==> config.mk <==
export PLATFORM = sky130hd
export DESIGN_NAME = rates_shaper
export DESIGN_NICKNAME = d
export VERILOG_FILES = /design/src/rtl/rates_shaper_pkg.sv /design/src/rtl/rates_shaper_token_bucket.sv /design/src/rtl/rates_shaper.sv
export SDC_FILE = /design/constraint.sdc
export NUM_CORES = 1
export LEC_CHECK = 0
export CAP_MARGIN = 20
export CORE_ASPECT_RATIO = 1.2
export CORE_MARGIN = 2
export CORE_UTILIZATION = 40
export DETAILED_ROUTE_END_ITERATION = 8
export PLACE_DENSITY_LB_ADDON = 0.08
export SLEW_MARGIN = 10
export SYNTH_ARGS = -nofsm -noshare
export SYNTH_HDL_FRONTEND = slang
export SYNTH_SLANG_ARGS = --single-unit
==> constraint.sdc <==
create_clock -name clk -period 7.3 [get_ports clk]
set_input_delay 0.73 -clock clk [delete_from_list [all_inputs] [get_ports clk]]
set_output_delay 0.73 -clock clk [all_outputs]
set_load 0.01 [all_outputs]
==> src/rtl/rates_shaper_pkg.sv <==
// Shared widths, FSM state type and beat helpers for the rates token-bucket shaper.
package rates_shaper_pkg;

    localparam int unsigned DATA_WIDTH_IN_BYTES = 16;
    localparam int unsigned FRAC_W              = 8;
    localparam int unsigned TOKEN_W             = 24;
    localparam int unsigned RATE_W              = 16;
    localparam int unsigned DATA_W              = 8 * DATA_WIDTH_IN_BYTES;
    localparam int unsigned EMPTY_W             = $clog2(DATA_WIDTH_IN_BYTES);
    localparam int unsigned BYTES_W             = $clog2(DATA_WIDTH_IN_BYTES) + 1;
    localparam int unsigned BKT_W               = TOKEN_W + FRAC_W + 1;

    typedef enum logic {
        IDLE = 1'b0,
        PASS = 1'b1
    } shaper_state_e;

    typedef struct packed {
        logic [DATA_W-1:0]  data;
        logic               sop;
        logic               eop;
        logic [EMPTY_W-1:0] empty;
    } beat_t;

    // Valid bytes carried by a beat; empty only counts on the last beat.
    function automatic logic [BYTES_W-1:0] beat_bytes(input logic eop, input logic [EMPTY_W-1:0] empty);
        beat_bytes = eop ? (BYTES_W'(DATA_WIDTH_IN_BYTES) - BYTES_W'(empty))
                         : BYTES_W'(DATA_WIDTH_IN_BYTES);
    endfunction

endpackage

==> src/rtl/rates_shaper_token_bucket.sv <==
// Signed saturating token bucket in Q(TOKEN_W).FRAC_W bytes; may run into deficit.
module rates_token_bucket
    import rates_shaper_pkg::*;
(
    input  logic                      clk,
    input  logic                      rst_n,
    input  logic                      enable,
    input  logic [RATE_W-1:0]         rate,
    input  logic [TOKEN_W-1:0]        burst,
    input  logic                      consume,
    input  logic [BYTES_W-1:0]        consume_bytes,
    output logic signed [TOKEN_W:0]   tokens,
    output logic                      gate_ok
);

    localparam int unsigned SUM_W = BKT_W + 2;
    localparam logic signed [SUM_W-1:0] FLOOR = {{(SUM_W-BKT_W+1){1'b1}}, {(BKT_W-1){1'b0}}};

    logic signed [BKT_W-1:0] r_bucket;
    logic signed [SUM_W-1:0] w_cur;
    logic signed [SUM_W-1:0] w_add;
    logic signed [SUM_W-1:0] w_sub;
    logic signed [SUM_W-1:0] w_sum;
    logic signed [SUM_W-1:0] w_ceil;
    logic signed [SUM_W-1:0] w_clamped;

    assign w_cur  = {{(SUM_W-BKT_W){r_bucket[BKT_W-1]}}, r_bucket};
    assign w_add  = {{(SUM_W-RATE_W){1'b0}}, rate};
    assign w_sub  = consume ? {{(SUM_W-BYTES_W-FRAC_W){1'b0}}, consume_bytes, {FRAC_W{1'b0}}} : '0;
    assign w_ceil = {{(SUM_W-TOKEN_W-FRAC_W){1'b0}}, burst, {FRAC_W{1'b0}}};
    assign w_sum  = w_cur + w_add - w_sub;

    // Credit and debit land together; clamp to the ceiling, saturate at the floor.
    always_comb begin
        w_clamped = w_sum;
        if (w_sum > w_ceil) begin
            w_clamped = w_ceil;
        end else if (w_sum < FLOOR) begin
            w_clamped = FLOOR;
        end
    end

    // Bucket register; held full while shaping is disabled.
    always_ff @(posedge clk or negedge rst_n) begin
        if (!rst_n) begin
            r_bucket <= '0;
        end else if (!enable) begin
            r_bucket <= w_ceil[BKT_W-1:0];
        end else begin
            r_bucket <= w_clamped[BKT_W-1:0];
        end
    end

    assign tokens  = r_bucket[BKT_W-1:FRAC_W];
    assign gate_ok = ~r_bucket[BKT_W-1];

endmodule

==> src/rtl/rates_shaper.sv <==
// Token-bucket shaper releasing whole messages when byte credit allows.
// Optional statistics counters: define RATES_SHAPER_STATS_EN.
module rates_shaper
    import rates_shaper_pkg::*;
(
    input  logic                      clk,
    input  logic                      rst_n,
    input  logic                      cfg_enable,
    input  logic [RATE_W-1:0]         cfg_rate,
    input  logic [TOKEN_W-1:0]        cfg_burst,
    input  logic                      in_valid,
    output logic                      in_ready,
    input  logic [DATA_W-1:0]         in_data,
    input  logic                      in_sop,
    input  logic                      in_eop,
    input  logic [EMPTY_W-1:0]        in_empty,
    output logic                      out_valid,
    input  logic                      out_ready,
    output logic [DATA_W-1:0]         out_data,
    output logic                      out_sop,
    output logic                      out_eop,
    output logic [EMPTY_W-1:0]        out_empty,
    output logic signed [TOKEN_W:0]   tokens
`ifdef RATES_SHAPER_STATS_EN
    ,
    output logic [31:0]               stat_msgs,
    output logic [47:0]               stat_bytes,
    output logic [31:0]               stat_gated
`endif
);

    shaper_state_e      r_state;
    shaper_state_e      w_state_next;
    beat_t              r_out;
    logic               r_out_valid;
    logic               w_slot_free;
    logic               w_bucket_ok;
    logic               w_gate;
    logic               w_in_ready;
    logic               w_accept;
    logic [BYTES_W-1:0] w_bytes;

    assign w_slot_free = ~r_out_valid | out_ready;
    assign w_gate      = cfg_enable ? w_bucket_ok : 1'b1;
    assign w_accept    = in_valid & w_in_ready;
    assign w_bytes     = beat_bytes(in_eop, in_empty);

    rates_token_bucket u_bucket (
        .clk           (clk),
        .rst_n         (rst_n),
        .enable        (cfg_enable),
        .rate          (cfg_rate),
        .burst         (cfg_burst),
        .consume       (w_accept),
        .consume_bytes (w_bytes),
        .tokens        (tokens),
        .gate_ok       (w_bucket_ok)
    );

    // FSM state register.
    always_ff @(posedge clk or negedge rst_n) begin
        if (!rst_n) begin
            r_state <= IDLE;
        end else begin
            r_state <= w_state_next;
        end
    end

    // Next state: track message boundaries on accepted beats.
    always_comb begin
        w_state_next = r_state;
        case (r_state)
            IDLE:    if (w_accept && in_sop && !in_eop) w_state_next = PASS;
            PASS:    if (w_accept && in_eop)            w_state_next = IDLE;
            default: w_state_next = IDLE;
        endcase
    end

    // FSM output: only message starts are gated by credit; held low in reset.
    always_comb begin
        w_in_ready = 1'b0;
        case (r_state)
            IDLE:    w_in_ready = w_gate & w_slot_free;
            PASS:    w_in_ready = w_slot_free;
            default: w_in_ready = 1'b0;
        endcase
        w_in_ready = w_in_ready & rst_n;
    end

    assign in_ready = w_in_ready;

    // Single output register stage; holds while downstream stalls.
    always_ff @(posedge clk or negedge rst_n) begin
        if (!rst_n) begin
            r_out_valid <= 1'b0;
            r_out       <= '0;
        end else if (w_slot_free) begin
            r_out_valid <= w_accept;
            if (w_accept) begin
                r_out <= '{data: in_data, sop: in_sop, eop: in_eop, empty: in_empty};
            end
        end
    end

    assign out_valid = r_out_valid;
    assign out_data  = r_out.data;
    assign out_sop   = r_out.sop;
    assign out_eop   = r_out.eop;
    assign out_empty = r_out.empty;

`ifdef RATES_SHAPER_STATS_EN
    logic [31:0] r_stat_msgs;
    logic [47:0] r_stat_bytes;
    logic [31:0] r_stat_gated;

    // Wrapping traffic counters: messages, bytes, and credit-gated start cycles.
    always_ff @(posedge clk or negedge rst_n) begin
        if (!rst_n) begin
            r_stat_msgs  <= '0;
            r_stat_bytes <= '0;
            r_stat_gated <= '0;
        end else begin
            if (w_accept && in_eop) r_stat_msgs <= r_stat_msgs + 32'd1;
            if (w_accept)           r_stat_bytes <= r_stat_bytes + 48'(w_bytes);
            if ((r_state == IDLE) && in_valid && in_sop && !w_gate) r_stat_gated <= r_stat_gated + 32'd1;
        end
    end

    assign stat_msgs  = r_stat_msgs;
    assign stat_bytes = r_stat_bytes;
    assign stat_gated = r_stat_gated;
`endif

endmodule

==> qor.csv <==
stage,metric,value,unit
route,Vias,8859,
route,vias per inst,4.924,
cells_and_area,Fillers,2244,
yosys,Synth Instances,1165,
worst_setup_path,critical-path maximum fanout,29,
yosys,sequential cell area fraction in the yosys report,43.47,%
timing,Final Skew,0.009892,ns
timing,setup TNS,0,ns
floorplanning,die area,25590,um^2
place,placed wire-length estimate,24000,um
worst_setup_path,CP endpoint,u_bucket.r_bucket[31]$_DFF_PN0_,
grt,total track usage,24.76,%
grt,grt ovf,0,
clock_network,CTS tree,done,
clock_network,CTS clock-pin slew for the worst setup and hold paths,0.07,ns
floorplanning,IO Pins,340,
yosys,Synth Warn #,0,
yosys,Mapped Area,9729,um^2
power,Flop pwr share,21.4,%
floorplanning,Chip Height,174.8,um
route,DR WL/cell,17.47,um
grt,number of global-route vias before repair,8638,
cells_and_area,nets,1715,
timing,final hold vios,0,
timing,Final period util,89.47,%
timing,Fmax,153.1,MHz
cells_and_area,"commonest cells after routing, fill and taps aside","421 x nand2_1, 338 x clkdlybuf4s50_1, 169 x dfrtp_1",
route,post-route antenna net violation count,0,
power,Sw Share,43.51,%
place,placed instance area,13240,um^2
route,drt first pass iters,5,
worst_setup_path,CP arrival,6.85,ns
worst_setup_path,R2R setup slack,1.10,ns
worst_setup_path,RR Endpoint,u_bucket.r_bucket[31]$_DFF_PN0_,
hold_path,Worst Hold Class,in2async,
worst_setup_path,CP startpoint,cfg_enable,
floorplanning,Core Region,23890,um^2
clock_network,CTS Buffer Depth,2,
floorplanning,Site Rows,62,
clock_network,cts repair resizes,0,
timing,"Setup violations, final",0,
clock_network,setup bufs post-CTS,0,
power,Comb power frac,63.8,%
worst_setup_path,kind of critical path,in2reg,
grt,first-pass GRT wire length,48920,um
flow_run,Max Cap Viol,0,
place,Port Buffers,339,
worst_setup_path,CP Data Required Time,7.61,ns
timing,Worst Tran Pin Value,1.029,ns
timing,Max-slew headroom,31.40,%
grt,largest net degree at the start of global routing,167,
route,Residual DRC,0,
timing,Max Slew Vio Count,0,
clock_network,clock sinks,169,
timing,fin crit period,6.531,ns
place,routability cong.,0.9940,
clock_network,CTS Hold Bufs,0,
yosys,synthesized flop and latch total,169,
floorplanning,Starting Density,40.72,%
power,maximum VDD drop,0.3113,mV
power,switching power,0.002815,W
route,overall routed net length,31440,um
power,Pint,0.003654,W
worst_setup_path,Crit. End Element,flip-flop,
power,Power Density,466.3,nW/um^2
worst_setup_path,launch point of the worst reg-to-reg path,u_bucket.r_bucket[32]$_DFF_PN0_,
yosys,Post-Syn Nets,1417,
power,Clk pwr share,14.8,%
yosys,number of synthesized flops with an enable pin,0,
power,Leakage,6.861,nW
yosys,"Top FF cell, synth",dfrtp_1,
grt,initial antenna violation count,7,
clock_network,Root Driver,clkbuf_16,
worst_setup_path,Critical Path Source Type,input pin,
yosys,"Async S/R FF share, synth",100.0,%
clock_network,CTS HTree Levels,4,
cells_and_area,"Design Area, Final",13870,um^2
outcome,status,"finished, final reports clean",
yosys,"Avg Cell Area, Syn",8.351,um^2
yosys,Cell variety after synth,65,
clock_network,clk_lat worst skew,0.43,ns
cells_and_area,Area growth syn-to-layout,42.61,%
cells_and_area,"most common cell after layout, fill and taps aside",nand2_1,
clock_network,Num CTS Buffers,17,
worst_setup_path,cell depth of the worst flop-to-flop path,24,
floorplanning,DIE WIDTH,146.4,um
cells_and_area,fraction of layout cells with a size suffix above 1,3.930,%
timing,RSZ-0062 raised after global routing,false,
route,initial DRC count,454,
[area by class of cell]
type | instances | area [um^2] | share of cell area (%)
antenna | 3 | 7.507 | 0.05411
clock buffer | 23 | 488.0 | 3.517
clock inverter | 9 | 135.1 | 0.9739
inverter | 115 | 431.7 | 3.111
multi-input combinational | 814 | 4711 | 33.95
sequential | 169 | 4229 | 30.48
tap | 320 | 400.4 | 2.886
timing repair buffer | 346 | 3472 | 25.02
[layer usage]
layer | vias up | global-route usage [%] | wire [um]
li1 | 4338 | - | -
met1 | 4136 | 28.55 | 12460
met2 | 309 | 42.73 | 15520
met3 | 70 | 7.076 | 2175
met4 | 6 | 11.25 | 1245
met5 | - | 0 | 42
[power groups by stage]
stage               registers, W  logic, W  clock network, W
finish                   0.00138   0.00413          0.000961
CTS                      0.00138   0.00413          0.000987
floorplan                0.00147   0.00268                 0
global route             0.00142   0.00455           0.00102
detailed placement       0.00140   0.00409                 0
global placement         0.00139   0.00406                 0
[sequential cells by signal, summed over array words and instances (netlist names)]
name and flops:
r_state 1, out_data 128, out_eop 1, out_valid 1, out_empty 4, u_bucket.r_bucket 33, out_sop 1
[worst min-delay path by stage]
stage,start,end,slack [ns],cells after the start
CTS,rst_n,u_bucket.r_bucket[1]$_DFF_PN0_,0.06,1
global placement,out_data[0]$_DFFE_PN0P_,out_data[0]$_DFFE_PN0P_,0.46,2
finish,rst_n,u_bucket.r_bucket[1]$_DFF_PN0_,0.08,1
floorplan,rst_n,out_data[0]$_DFFE_PN0P_,0.43,0
detailed placement,out_data[66]$_DFFE_PN0P_,out_data[66]$_DFFE_PN0P_,0.46,2
global route,rst_n,u_bucket.r_bucket[2]$_DFF_PN0_,0.05,1
[through the flow]
stage          utilization [%]  cells  power, W  hold slack, ns  setup WS (ns)
3_3_place_gp             55.43   1764  0.005454          0.4564         0.5034
3_5_place_dp             55.43   1764  0.005488          0.4608         0.3954
2_1_floorplan                -   1165  0.004151          0.4344          1.210
5_1_grt                  58.06   1798  0.006994         0.05263         0.3719
4_1_cts                  58.04   1796  0.006499         0.05683         0.8434
6_report                 58.07   1799  0.006469         0.07694         0.7689
[logic make-up after synthesis]
family	after synthesis	synth area share (%)
AOI/OAI and AO/OA	134	9.722
and+or+nand+nor	556	23.73
adders and majority gates	73	9.774
xor gates and xnor gates	24	2.160
DFF	169	43.47
buffers and inverters	182	8.295
muxes	27	2.855
[synthesized netlist by cell type (5+ instances only)]
cell | n | share of area [%]
inv_1 | 115 | 4.4
o21a_1 | 6 | 0.46
and3_1 | 9 | 0.58
nor2_1 | 37 | 1.4
nand3_1 | 13 | 0.67
a211oi_1 | 10 | 0.77
a21o_1 | 7 | 0.54
buf_4 | 27 | 2.1
a21oi_1 | 32 | 1.6
dfrtp_1 | 169 | 43
ha_1 | 68 | 8.7
or3_1 | 5 | 0.32
nand4_1 | 8 | 0.51
o21ai_0 | 25 | 1.3
mux2i_1 | 21 | 2.2
xor2_1 | 7 | 0.63
nor3_1 | 17 | 0.87
a31oi_1 | 6 | 0.39
nand2b_1 | 24 | 1.5
buf_2 | 5 | 0.26
o211ai_1 | 5 | 0.39
a211o_1 | 5 | 0.45
mux2_2 | 6 | 0.69
clkbuf_1 | 31 | 1.2
nor3b_1 | 6 | 0.46
xnor2_1 | 17 | 1.5
fa_1 | 5 | 1.0
nand2_1 | 422 | 16
[critical path: stages]
cell and delay, ns:
clkdlybuf4s50_1 0.45, inv_1 0.09, o311a_1 0.42, and2_4 0.20
nand2_1 0.12, nor2_1 0.07, fa_1 0.49, inv_1 0.04
ha_1 0.40, and4_1 0.26, and3_1 0.16, o211ai_1 0.15
a211oi_1 0.56, o41ai_1 0.15, xnor2_1 0.24, ha_1 0.29
a211oi_1 0.25, nor2_1 0.07, nor4_1 0.27, o21ai_0 0.17
a31o_2 0.24, a211oi_1 0.34, a21oi_4 0.16, buf_12 0.21
mux2_2 0.29
Note: power is estimated with default switching activity, not from simulation.
